File: config.mk
export PLATFORM = sky130hd
export DESIGN_NAME = cpu_regfile_sync_2r1w
export DESIGN_NICKNAME = d
export VERILOG_FILES = /design/src/rtl/cpu_regfile_sync_2r1w.sv
export SDC_FILE = /design/constraint.sdc
export NUM_CORES = 1
export LEC_CHECK = 0
export CAP_MARGIN = 20
export CELL_PAD_IN_SITES_DETAIL_PLACEMENT = 1
export CELL_PAD_IN_SITES_GLOBAL_PLACEMENT = 1
export CORE_MARGIN = 2
export CORE_UTILIZATION = 30
export DETAILED_ROUTE_END_ITERATION = 8
export PLACE_DENSITY_LB_ADDON = 0.05
export SLEW_MARGIN = 20
export SYNTH_ARGS = -nofsm -noshare
export SYNTH_HDL_FRONTEND = slang
export SYNTH_SLANG_ARGS = --single-unit
File: constraint.sdc
create_clock -name i_clk -period 10.2 [get_ports i_clk]
set_input_delay 2.04 -clock i_clk [delete_from_list [all_inputs] [get_ports i_clk]]
set_output_delay 2.04 -clock i_clk [all_outputs]
set_load 0.005 [all_outputs]
File: src/rtl/cpu_regfile_sync_2r1w.sv
// Two-read / one-write register file with registered reads, x0 hard-wired to zero and a sequenced clear.
// Optional same-edge write-to-read forwarding is enabled by defining CPU_REGFILE_BYPASS_EN.
module cpu_regfile_sync_2r1w #(
  parameter int p_width        = 32,
  parameter int p_half_regfile = 0
) (
  input  logic               i_clk,
  input  logic               i_rst_n,
  input  logic               i_clear,
  output logic               o_busy,
  output logic               o_addr_oob,
  input  logic [4:0]         i_rd1_addr,
  input  logic [4:0]         i_rd2_addr,
  output logic [p_width-1:0] o_rd1_data,
  output logic [p_width-1:0] o_rd2_data,
  input  logic               i_wr_en,
  input  logic [4:0]         i_wr_addr,
  input  logic [p_width-1:0] i_wr_data
);

  localparam int         DEPTH = (p_half_regfile != 0) ? 16 : 32;
  localparam int         AW    = (p_half_regfile != 0) ? 4 : 5;
  localparam logic [4:0] LAST  = 5'(DEPTH - 1);

  typedef enum logic {
    IDLE  = 1'b0,
    CLEAR = 1'b1
  } state_t;

  state_t             state_q, state_d;
  logic [4:0]         cnt_q, cnt_d;
  logic [p_width-1:0] rd1_q, rd1_d;
  logic [p_width-1:0] rd2_q, rd2_d;

  // Storage deliberately carries no reset so it can map onto distributed RAM.
  logic [p_width-1:0] mem [DEPTH];

  logic               wr_oob, rd1_oob, rd2_oob;
  logic               wr_ok;
  logic               mem_we;
  logic [AW-1:0]      mem_waddr;
  logic [p_width-1:0] mem_wdata;

  if (p_half_regfile != 0) begin : g_half
    assign wr_oob  = i_wr_addr[4];
    assign rd1_oob = i_rd1_addr[4];
    assign rd2_oob = i_rd2_addr[4];
  end else begin : g_full
    assign wr_oob  = 1'b0;
    assign rd1_oob = 1'b0;
    assign rd2_oob = 1'b0;
  end

  assign o_addr_oob = (i_wr_en & wr_oob) | rd1_oob | rd2_oob;
  assign wr_ok      = (state_q == IDLE) && i_wr_en && (i_wr_addr != 5'd0) && !wr_oob;
  assign o_busy     = (state_q == CLEAR);
  assign o_rd1_data = rd1_q;
  assign o_rd2_data = rd2_q;

  always_comb begin
    state_d   = state_q;
    cnt_d     = cnt_q;
    mem_we    = wr_ok;
    mem_waddr = i_wr_addr[AW-1:0];
    mem_wdata = i_wr_data;
    case (state_q)
      IDLE: begin
        if (i_clear) begin
          state_d = CLEAR;
          cnt_d   = 5'd1;
        end
      end
      CLEAR: begin
        mem_we    = 1'b1;
        mem_waddr = cnt_q[AW-1:0];
        mem_wdata = '0;
        cnt_d     = cnt_q + 5'd1;
        if (cnt_q == LAST) begin
          state_d = IDLE;
        end
      end
      default: begin
        state_d = CLEAR;
        cnt_d   = 5'd1;
      end
    endcase
  end

  // Read ports: zero for x0, out-of-range addresses and anything issued during a clear.
  always_comb begin
    rd1_d = '0;
    rd2_d = '0;
    if (state_q == IDLE) begin
      if (!rd1_oob && (i_rd1_addr != 5'd0)) begin
        rd1_d = mem[i_rd1_addr[AW-1:0]];
`ifdef CPU_REGFILE_BYPASS_EN
        if (wr_ok && (i_wr_addr == i_rd1_addr)) begin
          rd1_d = i_wr_data;
        end
`endif
      end
      if (!rd2_oob && (i_rd2_addr != 5'd0)) begin
        rd2_d = mem[i_rd2_addr[AW-1:0]];
`ifdef CPU_REGFILE_BYPASS_EN
        if (wr_ok && (i_wr_addr == i_rd2_addr)) begin
          rd2_d = i_wr_data;
        end
`endif
      end
    end
  end

  always_ff @(posedge i_clk or negedge i_rst_n) begin
    if (!i_rst_n) begin
      state_q <= CLEAR;
      cnt_q   <= 5'd1;
      rd1_q   <= '0;
      rd2_q   <= '0;
    end else begin
      state_q <= state_d;
      cnt_q   <= cnt_d;
      rd1_q   <= rd1_d;
      rd2_q   <= rd2_d;
    end
  end

  always_ff @(posedge i_clk) begin
    if (mem_we) begin
      mem[mem_waddr] <= mem_wdata;
    end
  end

endmodule

# After elaboration in Yosys (flattened, before gate mapping)
# Memory sizes are Yosys's and may differ from the RTL's.
# Cells that the tools add are included.
# totals
ff_bits	70
ram_bits	1024
out_inout_bits	66
mem_count	1
# memory_table
memory	words	width	rd	rd_clocked_by_memory_dff	wr	line	text
mem	32	32	2	0	1	36	logic [p_width-1:0] mem [DEPTH];
# op_classes
add_sub_neg	1
eq_ne	2
mux	14
n_bitwise	1
n_reduce_logical	5
# op_table
op	n
$mux W32	5
$reduce_bool A5 Y1	3
$mux W5	2
$pmux W5 S2	1
$add A5 B1 Y5 const B	1
$eq A5 B5 Y1 const B	1
$mux W1	5
$logic_and A1 B1 Y1	2
$ne A2 B2 Y1 const B	1
$pmux W1 S2	1
$not A1 Y1	1

# Depth between registers and ports, before layout
# depth
depth_word	6
ltp_mapped	9
mapped_depth_nobuf	5

# Worst setup path after synthesis
# No wires, ideal clock.
# synth_path
kind	input port to flip-flop
start	input port i_wr_addr[1]
end	memory mem[8][0] (enable)
arrival_ns	3.956
required_time_ns	9.779
path_slack_ns	5.823
path_stages	4
n_path_buf	0
cell_sequence	nor2_1 nor4bb_1 a21oi_1 nor2_1
# synth_via
elab_chain_len	5
word_cells_on_any_way	6
# synth_lines
element	line	text
start, declared	17	input logic [4:0] i_wr_addr,
$reduce_bool A5 Y1	55	assign wr_ok = (state_q == IDLE) && i_wr_en && (i_wr_addr != 5'd0) && !wr_oob;
$logic_and A1 B1 Y1	55	
$mux W1	66	case (state_q)
$mux W1	128	if (mem_we) begin
$mux W1 (implied by the code)	129	mem[mem_waddr] <= mem_wdata;
end, declared	36	
# Parallel ways exist; a longest one is shown, timed or not.

# Worst setup path after layout
# layout_path
start	register state_q (netlist: o_busy)
end	output port o_busy
# layout_lines
element	line	text
start, declared	30	state_t state_q, state_d;
start signal, assigned	120	state_q <= state_d;
end, declared	10	output logic o_busy,
# No word-level cell between the ends.

==> results.yml <==
yosys:
  postSynthAreaPerCell_um2: 17.2
  muxShareOfSynthArea: 0.216
  synthTopCellsByArea: "edfxtp_1 (63%), mux4_2 (12%), mux2i_1 (9.8%)"
  yosys.area_share.simple: 0.0316
  ys_seq_area_frac: 0.661
  async_flop_share: 0.0640
  synth_compound_area_frac: 0.0672
  syn-cell-area_um2: 49100
  synthXorXnorAreaFrac: 0.000357
  synthCells: 2854
  syn_nets: 2907
  ys_seq_elements: 1093
  synth_top_family_by_area: "multiplexers"
  synth_edf_count: 1023
  synth_cell_types: 54
  synth_ff_type: "edfxtp_1"
  post_synth_fa_ha_maj_area_fraction: 0.000509
  synth_top_area_frac: 0.625
  yosys_warnings: 0
  synth_top_cell_by_area: "edfxtp_1"
routing:
  drt_iter0_drc: 2618
  ant_nets: 0
  wl_um: 204000
  drt_first_pass_iters: 5
  drcViolationCount: 0
  wl_per_cell_um: 38.8
  via_per_inst: 5.73
  vias: 30100
power_and_ir_drop:
  p_int_mw: 8.95
  vdd_drop_max_mv: 0.161
  clock_power_share: 0.372
  p_per_area_nw_per_um2: 219
  p_sw_frac: 0.290
  p_comb_frac: 0.162
  p_switching_mw: 3.66
  seq_power_share: 0.466
  leakagePower_nw: 19.6
grt:
  track_usage: 0.242
  overflow: 0
  grt_max_degree: 113
  grt_pass1_vias: 32500
  antenna_found_initial: 7
  grt_pass1_wl_um: 278000
worst_hold_path:
  min_path_cells: 1
  hold_class: "flop to flop"
timing:
  fin_setup_tns_ps: 0
  clock_skew_ps: 29.8
  fin_ws_ps: 5420
  drv_slew: 0
  rsz0062_at_grt: "no"
  tightest_slew_ps: 1130
  period_minus_slack_ps: 4780
  hold_viol_final: 0
  fmax_mhz: 209
  final-setup-viol-count: 0
  max-slew-margin-rel: 0.246
  finalCritPeriodShare: 0.468
worst_setup_path:
  worstPathCellList: "clkdlybuf4s50_1"
  slowest_stage: "dfstp_4"
  cp_num_cells: 1
  endpoint_kind: "primary output"
  cp_num_buf_inv: 1
  path_class: "flop to primary output"
  critPathArrivalTime_ps: 2740
  cp_max_fo: 50
  crit_family: "flip-flops"
  cpPeakStageDelay_ps: 1300
  cp-start-kind: "flop"
  timing.critical_path.required_ps: 8160
  rr_worst_depth: 6
die:
  start_util: 0.302
  io-pin-count: 117
  design.core.area_um2: 163000
  die_area_um2: 167000
  die_height_um: 409
  rows: 148
  die_x_um: 409
placement:
  gp_congestion: 0.751
  io_buffers: 115
  dpl.hpwl_um: 108000
  place_ws_ps: 4760
cts:
  post-cts-setup-buffer-count: 0
  clock_latency_ps: 760
  cts_repair_resize_count: 0
  clockBufferDepth: 3
  clock_sinks: 1093
  hold_buffers: 0
  cts_tree: "done"
  clk_pin_slew_ps: 60
  root_buffer: "clkbuf_16"
  htree_levels: 4
  cts_buffers: 137
run_status:
  status: "finished clean"
finish:
  post_route_cells_drive_above_1_share: 0.207
  syn_to_final_growth_pct: 17.1
  nNetsFinal: 3013
  diodes: 0
flow_run:
  drv_cap: 0
stage by stage:
step	cells	hold slack, ps	instance area [µm²]	utilization	total power [mW]
2_1_floorplan	2854	546	49100	-	6.84
3_3_place_gp	4995	579	53000	0.326	7.96
3_5_place_dp	4995	595	53100	0.326	8.03
4_1_cts	5247	609	57400	0.353	12.8
5_1_grt	5248	638	57500	0.353	13.0
6_report	5248	606	57500	0.353	12.6
layout by cell type, fill, tap and decap left out, drive strengths merged, types with 3 or more instances in the layout:
| cell type | n |
|---|---|
| edfxtp | 1023 |
| mux2i | 479 |
| mux4 | 257 |
| clkbuf | 200 |
| o22ai | 190 |
| a22oi | 128 |
| clkdlybuf4s50 | 109 |
| buf | 92 |
| nand2 | 81 |
| dfrtp | 68 |
| o21ai | 68 |
| nand4 | 63 |
| clkinv | 45 |
| nor2 | 38 |
| nor2b | 36 |
| and3 | 34 |
| a21oi | 34 |
| a221oi | 32 |
| a32oi | 31 |
| nand2b | 7 |
| inv | 6 |
| nand3b | 5 |
| or3b | 4 |
| nand3 | 4 |
| nor3 | 4 |
| a31oi | 3 |
| nor4bb | 3 |
registers in the layout, summed over array words and instances, names as in the netlist:
signal      flops
cnt_q           5
mem          1023
o_rd2_data     32
o_busy          1
o_rd1_data     32
cell type report:
class / instances / area (µm²)
clock buffer: 200 / 3960
clock inverter: 52 / 347
fill: 16100 / 105000
inverter: 3 / 11.3
multi-input combinational: 1524 / 16100
sequential: 1093 / 32500
tap: 2175 / 2720
timing repair buffer: 201 / 1860
power groups by stage:
stage | Combinational, mW | Sequential, mW | Clock, mW
final | 2.05 | 5.87 | 4.69
after global routing | 2.14 | 5.93 | 4.97
after CTS | 2.07 | 5.87 | 4.80
after detailed placement | 2.07 | 5.96 | 0
after global placement | 2.04 | 5.92 | 0
after floorplan | 0.989 | 5.85 | 0
routing by layer:
metal,vias to the layer above,track usage,routed length [µm]
li1,12200,-,-
met4,4,0.0609,4960
met5,-,0,24
met2,890,0.410,101000
met1,16800,0.329,89700
met3,265,0.0314,8540
kinds of logic after synthesis:
family / after synthesis
adders and majority gates: 2
buffers and inverters: 237
other: 1
and+or+nand+nor: 290
AOI/OAI and AO/OA: 492
xor gates and xnor gates: 2
muxes: 737
DFF: 1093
synth_stat cells (3+ instances only):
| library cell | number |
|---|---|
| edfxtp_1 | 1023 |
| mux2i_1 | 479 |
| mux4_2 | 254 |
| o22ai_1 | 190 |
| a22oi_1 | 124 |
| clkbuf_1 | 122 |
| buf_2 | 81 |
| nand2_1 | 81 |
| dfrtp_1 | 68 |
| o21ai_0 | 64 |
| nand4_1 | 63 |
| nor2_1 | 38 |
| nor2b_1 | 36 |
| a21oi_1 | 34 |
| and3_1 | 34 |
| a221oi_1 | 32 |
| a32oi_1 | 31 |
| buf_4 | 18 |
| buf_6 | 8 |
| nand2b_1 | 7 |
| nand3b_1 | 5 |
| a22oi_2 | 4 |
| nand3_1 | 4 |
| o21ai_1 | 4 |
| a31oi_1 | 3 |
| inv_1 | 3 |
| mux4_1 | 3 |
| nor3_1 | 3 |
| nor4bb_1 | 3 |
| or3b_2 | 3 |
final timing paths:
kind / from / end / slack (ps)
worst min register to register: cnt_q[0] / cnt_q[0] / 610
worst min-delay path: cnt_q[0] / cnt_q[0] / 610
min in group asynchronous: i_rst_n / cnt_q[2] / 1130
worst max-delay path: o_busy / o_busy / 5420
worst max register to register: o_busy / mem[2][15] / 5540
max in group asynchronous: i_rst_n / o_rd1_data[15] / 7990
No activity file was read; power rests on OpenSTA's default activity.
